### config.mk
export PLATFORM = sky130hd
export DESIGN_NAME = tlc5615_tx
export DESIGN_NICKNAME = d
export VERILOG_FILES = /design/src/rtl/tlc5615_tx.sv
export SDC_FILE = /design/constraint.sdc
export NUM_CORES = 1
export LEC_CHECK = 0
export ABC_AREA = 0
export BUFFER_PORTS_ARGS = -buffer_cell sky130_fd_sc_hd__buf_2
export CAP_MARGIN = 20
export CELL_PAD_IN_SITES_DETAIL_PLACEMENT = 1
export CELL_PAD_IN_SITES_GLOBAL_PLACEMENT = 1
export CORE_MARGIN = 2
export CORE_UTILIZATION = 40
export DETAILED_ROUTE_END_ITERATION = 10
export PLACE_DENSITY = 0.68
export RECOVER_POWER = 25
export SETUP_SLACK_MARGIN = 0.05
export SLEW_MARGIN = 20
export SYNTH_ARGS = -nofsm -noshare
export SYNTH_HDL_FRONTEND = slang
export SYNTH_SLANG_ARGS = --single-unit
export TNS_END_PERCENT = 1
### constraint.sdc
create_clock -name clk24 -period 2.5 [get_ports clk24]
set_input_delay 0.5 -clock clk24 [delete_from_list [all_inputs] [get_ports clk24]]
set_output_delay 0.5 -clock clk24 [all_outputs]
set_load 0.01 [all_outputs]
### src/rtl/tlc5615_tx.sv
// TLC5615 DAC serial transmitter: one 10-bit sample -> one 12-bit cs_n frame, MSB first, registered pins.
// Latency: cs_n falls two clk24 cycles after acceptance; backpressure: in_ready low while the one-entry buffer is full.
module tlc5615_tx #(
  parameter int CLK_DIV = 6,
  parameter int CS_IDLE = 4
) (
  input  logic       clk24,
  input  logic       reset,
  input  logic [9:0] in_data,
  input  logic       in_valid,
  output logic       in_ready,
  output logic       dac_sclk,
  output logic       dac_din,
  output logic       dac_cs_n,
  output logic       frame_done,
  output logic       busy
);

  typedef enum logic [1:0] {IDLE, SETUP, SHIFT, GAP} state_t;

  localparam logic [7:0] DIV_LAST = 8'(CLK_DIV - 1);
  localparam logic [4:0] GAP_LAST = 5'(CS_IDLE - 1);

  state_t      state, state_nxt;
  logic [7:0]  div_cnt, div_nxt;
  logic [4:0]  half_cnt, half_nxt;
  logic [11:0] shifter, shifter_nxt;
  logic [9:0]  buf_dat;
  logic        buf_full;
  logic        tick;
  logic        unload;
  logic        sclk_c, din_c, cs_n_c, done_c, busy_c;

  assign buf_full = !in_ready;
  assign tick     = (div_cnt == DIV_LAST);

  always_comb begin
    state_nxt   = state;
    div_nxt     = 8'd0;
    half_nxt    = half_cnt;
    shifter_nxt = shifter;
    unload      = 1'b0;
    sclk_c      = 1'b0;
    din_c       = 1'b0;
    cs_n_c      = 1'b1;
    done_c      = 1'b0;
    busy_c      = 1'b1;
    if (state != IDLE) begin
      div_nxt = tick ? 8'd0 : div_cnt + 8'd1;
    end
    case (state)
      IDLE: begin
        busy_c = 1'b0;
        if (buf_full) begin
          shifter_nxt = {buf_dat, 2'b00};
          unload      = 1'b1;
          half_nxt    = 5'd0;
          state_nxt   = SETUP;
        end
      end
      SETUP: begin
        cs_n_c = 1'b0;
        din_c  = shifter[11];
        if (tick) begin
          half_nxt  = 5'd0;
          state_nxt = SHIFT;
        end
      end
      SHIFT: begin
        // even half-periods are sclk-high; the shift happens as sclk falls
        cs_n_c = 1'b0;
        din_c  = shifter[11];
        sclk_c = !half_cnt[0];
        if (tick) begin
          if (!half_cnt[0]) begin
            shifter_nxt = {shifter[10:0], 1'b0};
          end
          if (half_cnt == 5'd23) begin
            half_nxt  = 5'd0;
            state_nxt = GAP;
          end else begin
            half_nxt = half_cnt + 5'd1;
          end
        end
      end
      GAP: begin
        done_c = (half_cnt == 5'd0) && (div_cnt == 8'd0);
        if (tick) begin
          if (half_cnt == GAP_LAST) begin
            state_nxt = IDLE;
          end else begin
            half_nxt = half_cnt + 5'd1;
          end
        end
      end
      default: state_nxt = IDLE;
    endcase
  end

  always_ff @(posedge clk24) begin
    if (reset) begin
      state      <= IDLE;
      div_cnt    <= 8'd0;
      half_cnt   <= 5'd0;
      shifter    <= 12'd0;
      buf_dat    <= 10'd0;
      in_ready   <= 1'b1;
      dac_sclk   <= 1'b0;
      dac_din    <= 1'b0;
      dac_cs_n   <= 1'b1;
      frame_done <= 1'b0;
      busy       <= 1'b0;
    end else begin
      state    <= state_nxt;
      div_cnt  <= div_nxt;
      half_cnt <= half_nxt;
      shifter  <= shifter_nxt;
      if (in_valid && in_ready) begin
        buf_dat  <= in_data;
        in_ready <= 1'b0;
      end else if (unload) begin
        in_ready <= 1'b1;
      end
      dac_sclk   <= sclk_c;
      dac_din    <= din_c;
      dac_cs_n   <= cs_n_c;
      frame_done <= done_c;
      busy       <= busy_c;
    end
  end

endmodule

==> results of run 1 <==
[power by group through the flow]
stage	Clock, mW	Combinational (mW)	Sequential [mW]
6_report	0.468	0.436	0.749
5_1_grt	0.512	0.491	0.756
4_1_cts	0.480	0.441	0.748
3_5_place_dp	0	0.435	0.762
3_3_place_gp	0	0.417	0.756
2_1_floorplan	0	0.311	0.758
[final cells by class]
cell class | count | area [um2] | share of cell area (%)
clock buffer | 7 | 96.34 | 4.681
clock inverter | 1 | 5.005 | 0.2432
inverter | 11 | 41.29 | 2.006
multi-input combinational | 151 | 947.2 | 46.02
sequential | 41 | 820.8 | 39.88
tap | 52 | 65.06 | 3.161
timing repair buffer | 18 | 82.58 | 4.012
[flip-flops by register name (all words and copies together) (netlist names)]
name / flops
half_cnt: 5
dac_cs_n: 1
state: 2
in_ready: 1
div_cnt: 8
dac_sclk: 1
busy: 1
dac_din: 1
frame_done: 1
buf_dat: 10
shifter: 10
[cell families after synthesis]
group | Yosys count | share of synthesized area (%)
DFF | 41 | 44.35
muxes | 1 | 0.5409
xor gates and xnor gates | 6 | 2.840
adders and majority gates | 9 | 6.085
and+or+nand+nor | 72 | 20.22
buffers and inverters | 20 | 4.463
AOI/OAI and AO/OA | 63 | 21.50
[path summary, 6_finish.rpt]
| check | from | end | slack (ns) | cells past startpoint |
|---|---|---|---|---|
| setup / recovery | state[0] | state[1] | 0.39 | 5 |
| hold / removal | shifter[11] | dac_din | 0.44 | 2 |
| setup reg to reg | state[0] | state[1] | 0.39 | 5 |
| hold reg to reg | shifter[11] | dac_din | 0.44 | 2 |
[per-stage QoR]
| step | power (mW) | utilization [%] | instance area [um2] | cells |
|---|---|---|---|---|
| floorplan | 1.069 | - | 1851 | 212 |
| global placement | 1.173 | 44.50 | 1964 | 273 |
| detailed placement | 1.198 | 44.50 | 1964 | 273 |
| CTS | 1.669 | 46.80 | 2066 | 281 |
| global route | 1.759 | 46.63 | 2058 | 281 |
| finish | 1.653 | 46.63 | 2058 | 281 |
[placed cells by master (no fill, tap or decap), types with 4 or more instances in the layout]
master,netlist,layout
a21oi_1,24,24
a22oi_1,9,9
buf_2,0,12
clkbuf_1,6,6
clkbuf_8,0,7
dfxtp_1,41,41
ha_1,9,9
inv_1,11,11
nand2_1,22,22
nand2b_1,4,4
nand3_1,9,9
nor2_1,18,18
o21ai_0,11,11
or3_1,4,4
xor2_1,5,5
[critical path: cells and delay by family, from the launching register on]
kind	cells	cell delay [ns]
mux	1	0.19
flops	1	0.37
fa+ha+maj	1	0.35
compound gates	2	1.04
buf+inv	1	0.09
[per-layer routing]
metal | up-vias | global-route usage (%) | routed length, um
met4 | 0 | 7.547 | 74
li1 | 784 | - | -
met2 | 25 | 29.94 | 2018
met5 | - | 0 | 0
met3 | 8 | 4.028 | 131
met1 | 732 | 24.31 | 2121
==> results by stage, run 1 <==
Synthesis:
- The area share of the largest cell type after synthesis is 44.35%.
- Synthesis produced a netlist whose cell count is 212.
- The cell type with the highest aggregate area in the netlist is dfxtp_1.
- The count of yosys warnings during synthesis is 0.
- The most common cell in the synthesized netlist is dfxtp_1.
- The most used flip-flop cell after synthesis is dfxtp_1.
- The synthesized netlist occupies a cell area of 0.001851 mm2.
- By area the synthesized netlist is led by dfxtp_1 44%, a21oi_1 6.5%, ha_1 6.1%, nand2_1 4.5%, a22oi_1 3.7%.
- In this run, synthesis inferred 0 flip-flops with an integrated enable.
- In the synthesized netlist, the cells that appear most often are 41 x dfxtp_1, 24 x a21oi_1, 22 x nand2_1, 18 x nor2_1.
- The post-synthesis area per instance is 8.729 um2.
- The register bit total from synthesis is 41.
- The number of nets in the synthesized netlist is 234.
- After synthesis, the netlist uses 42 different library cells.
- The fraction of synthesis flops using an asynchronous set or reset pin is 0%.
- The share of the Yosys chip area taken by registers is 44.35%.

Clocking:
- The clock slew seen by the registers of the worst setup and hold paths is 0.07 ns.
- In this run the deepest clock path goes through 2 buffers.
- The count of buffers added by post-CTS timing repair for setup is 0.
- TritonCTS built the clock tree.
- In this run, post-CTS repair resized a total of 0 instances.
- The deepest level of the CTS H-tree is 2.
- The clock tree root driver cell is clkbuf_8.
- The sink count of the clock tree is 41.
- The clock buffer count from CTS is 5.
- After clock tree synthesis, the flow added hold-fix buffers numbering 0.
- At the later pin of the worst-skew pair, clock insertion delay measures 0.29 ns.

Die:
- The die footprint is 0.005186 mm2.
- The total area inside the core boundary comes to 0.004414 mm2.
- The overall die height is 72.02 um.
- The effective utilization at floorplan is 41.92%.
- The I/O pin count is 19.
- The die width is 72.02 um.
- The floorplan row count is 24.

Global route:
- The largest net degree at the start of global routing is 36.
- Global routing consumed, over all layers together, 18.60% of the routing resources.
- The number of antenna violations at the first check in global routing is 0.
- The via count of the first global-routing pass is 1642.
- The first global-routing pass estimated 7652 um of wire.
- Global routing finished with a remaining overflow of 0.

Power:
- The internal power consumption is 1.106 mW.
- The worst ir drop on vdd is 0.3805 mV.
- Summed over all nets, the switching power comes to 547.0 uW.
- The power share of the sequential group is 45.3%.
- The clock share of power is 28.3%.
- The power density over the cells is 803.3 mW/mm2.
- Per report_power, the combinational group accounts for 26.4% of the total.
- The total leakage power is 0.7468 nW.
- Net switching is 33.08% of the power.

Placed design:
- The congestion estimate from routability-driven global placement came to 0.7486.
- The half-perimeter wire length after detailed placement is 3187 um.
- In this run the tool buffered the top-level ports with 18 buffer cells.
- Timing analysis after detailed placement gives a worst setup slack of 0.4663 ns.

Cells and area:
- For this run, the post-layout net count is 250.
- The number of inserted diodes is 0.
- Cells with a size suffix above 1 make up 9.607% of the layout.
- From synthesis to final layout, the design area changed by 11.22%.
- The fill cell instance count of the final layout is 521.

STA:
- At the pin with the least slew margin, the transition time is 1.540 ns.
- Based on the critical path, the design can be clocked at up to 0.4742 GHz.
- The period utilization is 84.35%.
- The final-report setup violation count is 0.
- The number of hold-slack violations in the final timing report was 0.
- The setup TNS is 0 ns.
- The final period demand of the worst path is 2.109 ns.
- The tightest hold path in the finished design has a slack of 0.4417 ns.
- The worst slew slack as a fraction of its limit is -2.688%.
- Across all setup checks in the final design, the least slack found is 0.3912 ns.
- Across the routed clock network, the largest skew measured is 0.007781 ns.
- The count of pins over their slew limit is 36.
- Setup repair after global routing left no endpoint under its margin.

Setup path:
- Of all nets on the critical path, the largest fanout is 12.
- STA classifies the critical path startpoint as a flip-flop.
- The maximum cell stage delay along the critical path is 0.75 ns.
- The worst setup path is of the reg -> reg kind.
- The arrival time of the worst setup path is 2.33 ns.
- The critical path goes through inv_1 > ha_1 > o32ai_1 > o211a_1 > mux2i_1.
- The nature of the critical path endpoint is a flip-flop.
- The data required time at the worst endpoint is 2.72 ns.
- The slowest cell on the critical path is o32ai_1.

Min path:
- The classification of the worst-slack hold path is reg -> reg.

Job:
- The max-cap check violation count is 1.

Status:
- The checks that failed: max-capacitance violations, max-slew violations.
- The flow ran to the end, but the final reports show violations.

Drt:
- The post-detailed-routing wire length is 4346 um.
- In the final routed layout, each cell accounts on average for 15.47 um.
- The detail-routed via count per cell is 5.512.
- The count of nets left with antenna violations once routing finished came out at 0.
- For this block, the initial DRC count from the detailed router was 63.
- The remaining routing DRC violations is 0.
- The routed layout has 1549 vias.
- The detailed-routing iteration count for the pre-antenna-repair pass is 4.
Power figures use the tool's default switching activity.
==> run 2, diff against run 1 <==
==> constraint.sdc (replaced) <==
create_clock -name clk24 -period 2.18 [get_ports clk24]
set_input_delay 0.436 -clock clk24 [delete_from_list [all_inputs] [get_ports clk24]]
set_output_delay 0.436 -clock clk24 [all_outputs]
set_load 0.01 [all_outputs]
==> run 2 against run 1 <==
Against the previous run:
- the flow now finishes without violations
- utilization rose by 1.3 points
- clock power rose by 34%
- clock-buffer cell count fell by 1
- routed wire length fell by 0.16%
- cell area rose by 2.7%
- final cell count rose by 2.1%
==> results by stage, run 2 (same netlist as run 1, synthesis figures left out) <==
Cells and area:
- From synthesis to final layout, the design area changed by 14.27%.
- In the final layout, the registers with the most flip-flops are buf_dat x10, shifter x10, div_cnt x8.
- The fraction of final layout cells with drive strength greater than 1 is 11.06% (+1.5 points).
- The fill cell instance count of the final layout is 528 (+1.3%).
- The number of inserted diodes was 0 (unchanged).
- The leading cell type in the layout, fill and taps excluded is dfxtp_1.
- The final net count is 256 (+2.4%).
- In the layout the commonest cells are 41 x dfxtp_1, 24 x a21oi_1, 22 x nand2_1.

Setup path:
- The data required time at the worst endpoint is 2.36 ns (-0.36 ns).
- The worst setup path is of the in -> reg kind.
- The nature of the critical path endpoint is a flip-flop.
- The kind of start point of the critical path is a primary input.
- The arrival time of the worst setup path is 2.06 ns (-0.27 ns).
- The largest fanout of any net on the critical path is 23 (+11).

Power:
- The overall power consumption was 2.019 mW (+22%).
- The total leakage power is 0.7721 nW (+3.4%).
- The power density over the cells is 955.0 mW/mm2 (+19%).
- The worst ir drop on vdd came to 0.3836 mV (+0.83%).

STA:
- The clock period could shrink to 1.880 ns.
- The worst clock skew on the final layout came to 0.007272 ns (-0.0005097 ns).
- The final critical path takes up 86.26% of the cycle.
- The worst setup margin was 0.2996 ns (-0.09166 ns).
- The number of hold-slack violations in the final timing report is 0 (unchanged).
- The top achievable clock speed is 0.5318 GHz.
- The setup TNS is 0 ns (unchanged).
- The count of pins over their slew limit is 0 (-100%).
- Setup repair after global routing left no endpoint under its margin.
- The final-report setup violation count is 0 (unchanged).
- The pin slew with the least headroom to its limit was 1.011 ns (-0.5297 ns).
- The worst slew slack as a fraction of its limit is 32.62% (+35 points).

Global route:
- The number of antenna violations at the first check in global routing is 0 (unchanged).
- The leftover overflow at the end of global routing was 0 (unchanged).
- The global-route wire length before repair is 7879 um (+3.0%).
- The via count of the first global-routing pass was 1738 (+5.8%).
- The total track usage came to 18.87% (+0.28 points).
- The largest net degree at the start of global routing was 24 (-33%).

Drt:
- The remaining routing DRC violations came to 0 (unchanged).
- The post-detailed-routing wire length was 4339 um (-0.16%).
- The vias after detailed routing came to 1600 (+3.3%).
- The routed length on met1 is 2084 um (-1.7%).
- The initial DRC count was 43 (-32%).
- The wire length on met2 is 2067 um (+2.4%).
- The highest signal layer in the routed design is met4.
- The detail-routed via count per cell is 5.575 (+1.1%).
- The count of nets left with antenna violations after detail routing is 0 (unchanged).
- The per-cell routed wire length is 15.12 um (-2.2%).
- The detailed route wirelength on metal3 is 143 um (+9.2%).
- The detailed-routing iteration count for the pre-antenna-repair pass is 4 (unchanged).

Placed design:
- The worst slack at placement is 0.1891 ns (-0.2771 ns).
- The half-perimeter wire length after detailed placement is 3215 um (+0.85%).
- The placer congestion estimate is 0.7804 (+4.2%).
- The number of I/O port buffers was 18 (unchanged).

Clocking:
- The clock tree root driver cell is clkbuf_8.
- The clock latency of the later-clocked register in the worst-skew pair is 0.29 ns (about the same).
- The clock slew seen by the registers of the worst setup and hold paths is 0.08 ns (about the same).
- The sink count of the clock tree came to 41 (unchanged).
- The clock buffer count from CTS is 5 (unchanged).
- The deepest level of the CTS H-tree is 2 (unchanged).
- The number of hold buffers added after CTS is 0 (unchanged).
- TritonCTS built the clock tree.
- The buffer levels on the longest clock path is 2 (unchanged).

Die:
- The floorplan row count came to 24 (unchanged).
- The overall die height is 72.02 um (unchanged).
- The placeable core region is 0.004414 mm2 (unchanged).
- The die footprint came to 0.005186 mm2 (unchanged).
- The effective utilization at floorplan was 41.92% (unchanged).
- The I/O pin count is 19 (unchanged).
- The die width came to 72.02 um (unchanged).

Min path:
- In this run the worst hold path is classified as in -> reg.

Job:
- The max-cap check violation count is 0 (-1).

Status:
- The flow ran to the end, and the final reports show no timing, DRC or antenna violations.
==> run 2: cell types whose count changed in the layout (fill, tap and decap cells not counted) <==
cell        delta
clkbuf_1       +2
clkbuf_8       -1
buf_4          +4
clkinv_2       -1
clkinvlp_4     +1
bufinv_16      +1
==> run 2: layout make-up <==
cell class              count  area (um2)  share of cell area, %
well taps                  52       65.06                  3.077
inverters                  11       41.29                  1.953
clock buffers               6       82.58                  3.905
repair buffers             24       120.1                  5.680
multi-input cells         151       947.2                  44.79
flip-flops and latches     41       820.8                  38.82
clock inverters             2       37.54                  1.775
==> run 2: final timing paths <==
path	from	endpoint	slack [ns]	depth (start not counted)
worst max-delay path	reset	state[1]	0.30	4
worst min-delay path	in_data[7]	buf_dat[7]	0.38	3
worst max register to register	state[0]	shifter[4]	0.31	7
worst min register to register	shifter[11]	dac_din	0.44	2
==> run 2: worst max-delay path, stage by stage <==
cell	delay (ns)
clkbuf_1	0.45
clkbuf_1	0.81
nand2b_1	0.26
mux2i_1	0.09
==> run 2: report_power, final <==
group	internal, mW	leakage (nW)	total, mW	switching [mW]
sequential	0.809	0.333	0.854	0.0458
combinational	0.204	0.382	0.537	0.333
clock	0.372	0.0574	0.628	0.256
total	1.38	0.772	2.02	0.635
==> run 2: repair_timing <==
action / in CTS / in global routing
endpoints found under the setup margin: 0 / 9
gates resized for setup: 0 / 0
buffers inserted: 0 / 1
==> run 2: per-stage QoR <==
step                area [um2]  util (%)  hold slack, ns  cells
CTS                       2122     48.07          0.3734    286
global placement          2002     45.35          0.4308    278
finish                    2115     47.90          0.3801    287
floorplan                 1851         -          0.4048    212
detailed placement        2002     45.35          0.4424    278
global route              2115     47.90          0.3771    287
==> run 2: routing by layer <==
metal,global-route usage [%],vias up
met2,30.97,26
met3,4.167,4
li1,-,798
met5,0,-
met4,6.499,0
met1,24.59,772
==> run 3, diff against run 2 <==
--- a/config.mk
+++ b/config.mk
@@ -5,7 +5,7 @@
 export SDC_FILE = /design/constraint.sdc
 export NUM_CORES = 1
 export LEC_CHECK = 0
-export ABC_AREA = 0
+export ABC_AREA = 1
 export BUFFER_PORTS_ARGS = -buffer_cell sky130_fd_sc_hd__buf_2
 export CAP_MARGIN = 20
 export CELL_PAD_IN_SITES_DETAIL_PLACEMENT = 1
@@ -13,7 +13,7 @@
 export CORE_MARGIN = 2
 export CORE_UTILIZATION = 40
 export DETAILED_ROUTE_END_ITERATION = 10
-export PLACE_DENSITY = 0.68
+export PLACE_DENSITY = 0.7
 export RECOVER_POWER = 25
 export SETUP_SLACK_MARGIN = 0.05
 export SLEW_MARGIN = 20
==> run 3 against run 2 <==
Against the previous run:
- cell area is 4.8% higher
- final cell count up 20%
- critical path depth increased by 4
- flip-flop and latch count did not move
- fmax increased by 1.8%
- clock-buffer cell count shrank 1
- clock power is 4.3% lower
- largest cell class unchanged
- largest power group is now combinational logic
==> results by stage, run 3 <==
Power:
- The power share of the sequential group came to 36.6% (-5.7 points).
- The internal power consumption is 1.656 mW (+20%).
- The total net switching power is 1.155 mW (+82%).
- The worst ir drop on vdd is 0.4890 mV (+27%).
- The power density over the cells was 1269 mW/mm2 (+33%).
- The net switching fraction of the power is 41.09% (+9.7 points).
- The clock share of power is 21.4% (-9.7 points).
- The total leakage power is 0.9169 nW (+19%).
- The combinational share of power is 42.0% (+15 points).

Clocking:
- The buffer levels on the longest clock path is 2 (unchanged).
- The TritonCTS clock tree is done.
- The clock latency of the later-clocked register in the worst-skew pair is 0.30 ns (about the same).
- The number of hold buffers added after CTS is 0 (unchanged).
- The count of buffers added by post-CTS timing repair for setup is 0 (unchanged).
- The clock buffer count from CTS came to 5 (unchanged).
- The sink count of the clock tree is 41 (unchanged).
- In this run the clock root is driven by a clkbuf_8.
- The post-CTS resize count is 0 (unchanged).
- The deepest level of the CTS H-tree is 2 (unchanged).
- The clock slew seen by the registers of the worst setup and hold paths is 0.08 ns (about the same).

STA:
- Setup repair after global routing left no endpoint under its margin.
- The top achievable clock speed was 0.5414 GHz (+1.8%).
- The final period demand of the worst path is 1.847 ns (-0.03329 ns).
- The worst setup margin is 0.3329 ns (+0.03329 ns).
- The count of pins over their slew limit is 0 (unchanged).
- The number of hold-slack violations in the final timing report was 0 (unchanged).
- The setup TNS was 0 ns (unchanged).
- The final-report setup violation count is 0 (unchanged).
- The worst slew slack as a fraction of its limit was 44.95% (+12 points).
- The final hold slack was 0.3920 ns (+0.01186 ns).
- The pin slew with the least headroom to its limit came to 0.8258 ns (-0.1849 ns).
- The worst clock skew on the final layout is 0.008624 ns (+0.001353 ns).
- The period utilization is 84.73% (-1.5 points).

Synthesis:
- The register bit total from synthesis is 41 (unchanged).
- After synthesis, the cell types taking the most area are dfxtp_1 42%, nor2_1 9.6%, nand2_1 8.4%, ha_1 5.7%, inv_1 5.5%.
- The number of synthesized flops with an enable pin came to 0 (unchanged).
- The distinct cell type count of the synthesized netlist is 29 (-31%).
- The fraction of synthesis flops using an asynchronous set or reset pin is 0% (unchanged).
- The share of synthesized area occupied by flip-flops and latches is 41.78% (-2.6 points).
- Counting instances in the post-synthesis netlist gives the leading cell types as 50 x nor2_1, 44 x nand2_1, 41 x dfxtp_1, 29 x inv_1.
- The synthesized cell area came to 0.001964 mm2 (+6.2%).
- The synthesized instance count came to 255 (+20%).
- The most used flip-flop cell after synthesis is dfxtp_1.
- The most common cell in the synthesized netlist is nor2_1.
- The count of yosys warnings during synthesis is 0 (unchanged).
- The post-synthesis area per instance is 7.703 um2 (-12%).
- The cell type with the highest aggregate area in the netlist is dfxtp_1.
- The number of nets in the synthesized netlist was 277 (+18%).
- The area share of the largest cell type after synthesis was 41.78% (-2.6 points).

Placed design:
- The total cell area at the placement stage is 0.002122 mm2 (+6.0%).
- The number of I/O port buffers is 18 (unchanged).
- The worst slack at placement is 0.3956 ns (+0.2064 ns).
- The placer congestion estimate is 0.7558 (-3.2%).
- The half-perimeter wire length after detailed placement came to 3168 um (-1.4%).

Cells and area:
- In the final layout, the registers with the most flip-flops are buf_dat x10, shifter x10, div_cnt x8.
- The fraction of final layout cells with drive strength greater than 1 is 14.08% (+3.0 points).
- The number of inserted diodes is 0 (unchanged).
- The leading cell type in the layout, fill and taps excluded is nor2_1.
- Leaving out fill and tap cells, the most frequent cells in the layout are 50 x nor2_1, 44 x nand2_1, 41 x dfxtp_1.
- The post-route cell area is 0.002216 mm2 (+4.8%).
- The fill cell instance count of the final layout is 615 (+16%).
- The area growth from synthesis to layout is 12.80%.
- The final net count is 299 (+17%).

Die:
- The placeable core region is 0.004723 mm2 (+7.0%).
- The I/O pin count came to 19 (unchanged).
- The effective utilization at floorplan came to 41.59% (-0.33 points).
- The floorplan row count came to 25 (+4.2%).
- The die width was 74.08 um (+2.9%).
- The overall die height was 74.08 um (+2.9%).
- The die footprint was 0.005488 mm2 (+5.8%).

Drt:
- The detailed-routing iteration count for the pre-antenna-repair pass is 4 (unchanged).
- The post-detailed-routing wire length is 4298 um (-0.94%).
- The remaining routing DRC violations is 0 (unchanged).
- The per-cell routed wire length was 12.49 um (-17%).
- The vias after detailed routing is 1599 (-0.063%).
- The initial DRC count is 43 (unchanged).
- The detail-routed via count per cell was 4.648 (-17%).
- The count of nets left with antenna violations after detail routing is 0 (unchanged).

Setup path:
- The signal on the critical path passes through ha_1 > nand2_1 > o21ai_0 > nand2_1 > nor2_1 > nand2_1 > nand2_1 > a21oi_1.
- The largest fanout of any net on the critical path is 6 (-74%).
- By instance count, the cell type seen most on the critical path is nand2_1.
- The data required time at the worst endpoint is 2.35 ns (about the same).
- The arrival time of the worst setup path is 2.02 ns (-0.04 ns).
- The kind of start point of the critical path is a flip-flop.
- The worst setup path is captured at a flip-flop.
- The type of the setup path with the least slack is reg -> reg.
- The largest individual stage delay along the critical path comes from the cell dfxtp_1.
- The maximum cell stage delay along the critical path was 0.45 ns (-0.36 ns).

Global route:
- The total track usage was 17.88% (-0.99 points).
- The largest net degree at the start of global routing is 22 (-8.3%).
- The leftover overflow at the end of global routing is 0 (unchanged).
- The via count of the first global-routing pass is 1534 (-12%).
- The number of antenna violations at the first check in global routing is 0 (unchanged).
- The global-route wire length before repair was 7369 um (-6.5%).

Status:
- The run finished with clean final reports.

Min path:
- The classification of the worst-slack hold path is in -> reg.

Job:
- The max-cap check violation count is 0 (unchanged).
==> run 3: routing by layer <==
metal  share of wire (%)  routed length, um  track usage [%]  vias up
li1                    -                  -                -      843
met1                  48               2069            23.38      720
met2                  46               1998            27.88       25
met3                 2.7                115            3.388       11
met4                 2.7                115            9.697        0
met5                   0                  0                0        -
==> run 3: power groups by stage <==
| stage | Sequential, mW | Combinational [mW] | Clock, mW |
|---|---|---|---|
| floorplan | 1.02 | 0.966 | 0 |
| global placement | 1.04 | 1.17 | 0 |
| detailed placement | 1.05 | 1.21 | 0 |
| CTS | 1.03 | 1.21 | 0.620 |
| global route | 1.05 | 1.38 | 0.647 |
| finish | 1.03 | 1.18 | 0.601 |
==> run 3: kinds of logic after synthesis <==
| kind of cell | synth area share, % |
|---|---|
| and+or+nand+nor | 27.45 |
| buffers and inverters | 8.343 |
| DFF | 41.78 |
| muxes | 4.586 |
| xor gates and xnor gates | 2.675 |
| AOI/OAI and AO/OA | 9.427 |
| adders and majority gates | 5.733 |
==> run 3: worst paths after layout <==
kind                                    to        start  slack, ns  depth (start not counted)
worst max register to register    state[1]  half_cnt[0]       0.33                          8
worst max-delay path              state[1]  half_cnt[0]       0.33                          8
worst min register to register     dac_din  shifter[11]       0.45                          2
worst min-delay path            buf_dat[6]   in_data[6]       0.39                          3
==> run 3: through the flow <==
| step | cells | utilization (%) | power [mW] |
|---|---|---|---|
| 4_1_cts | 344 | 47.13 | 2.862 |
| 6_report | 344 | 46.91 | 2.812 |
| 3_5_place_dp | 337 | 44.93 | 2.254 |
| 2_1_floorplan | 255 | - | 1.990 |
| 5_1_grt | 344 | 46.91 | 3.080 |
| 3_3_place_gp | 337 | 44.93 | 2.213 |
==> run 3: critical path: cells and delay by family, from the launching register on <==
family | cells | cell delay [ns]
fa+ha+maj | 1 | 0.30
compound gates | 2 | 0.35
flops | 1 | 0.45
simple gates | 5 | 0.63
==> run 3: layout make-up <==
class                           count  area (um2)  share of cell area, %
Multi-Input combinational cell    175       979.7                  44.21
Clock buffer                        5       68.82                  3.106
Inverter                           33       125.1                  5.647
Clock inverter                      2       35.03                  1.581
Tap cell                           67       83.83                  3.783
Timing Repair Buffer               21       102.6                  4.630
Sequential cell                    41       820.8                  37.04
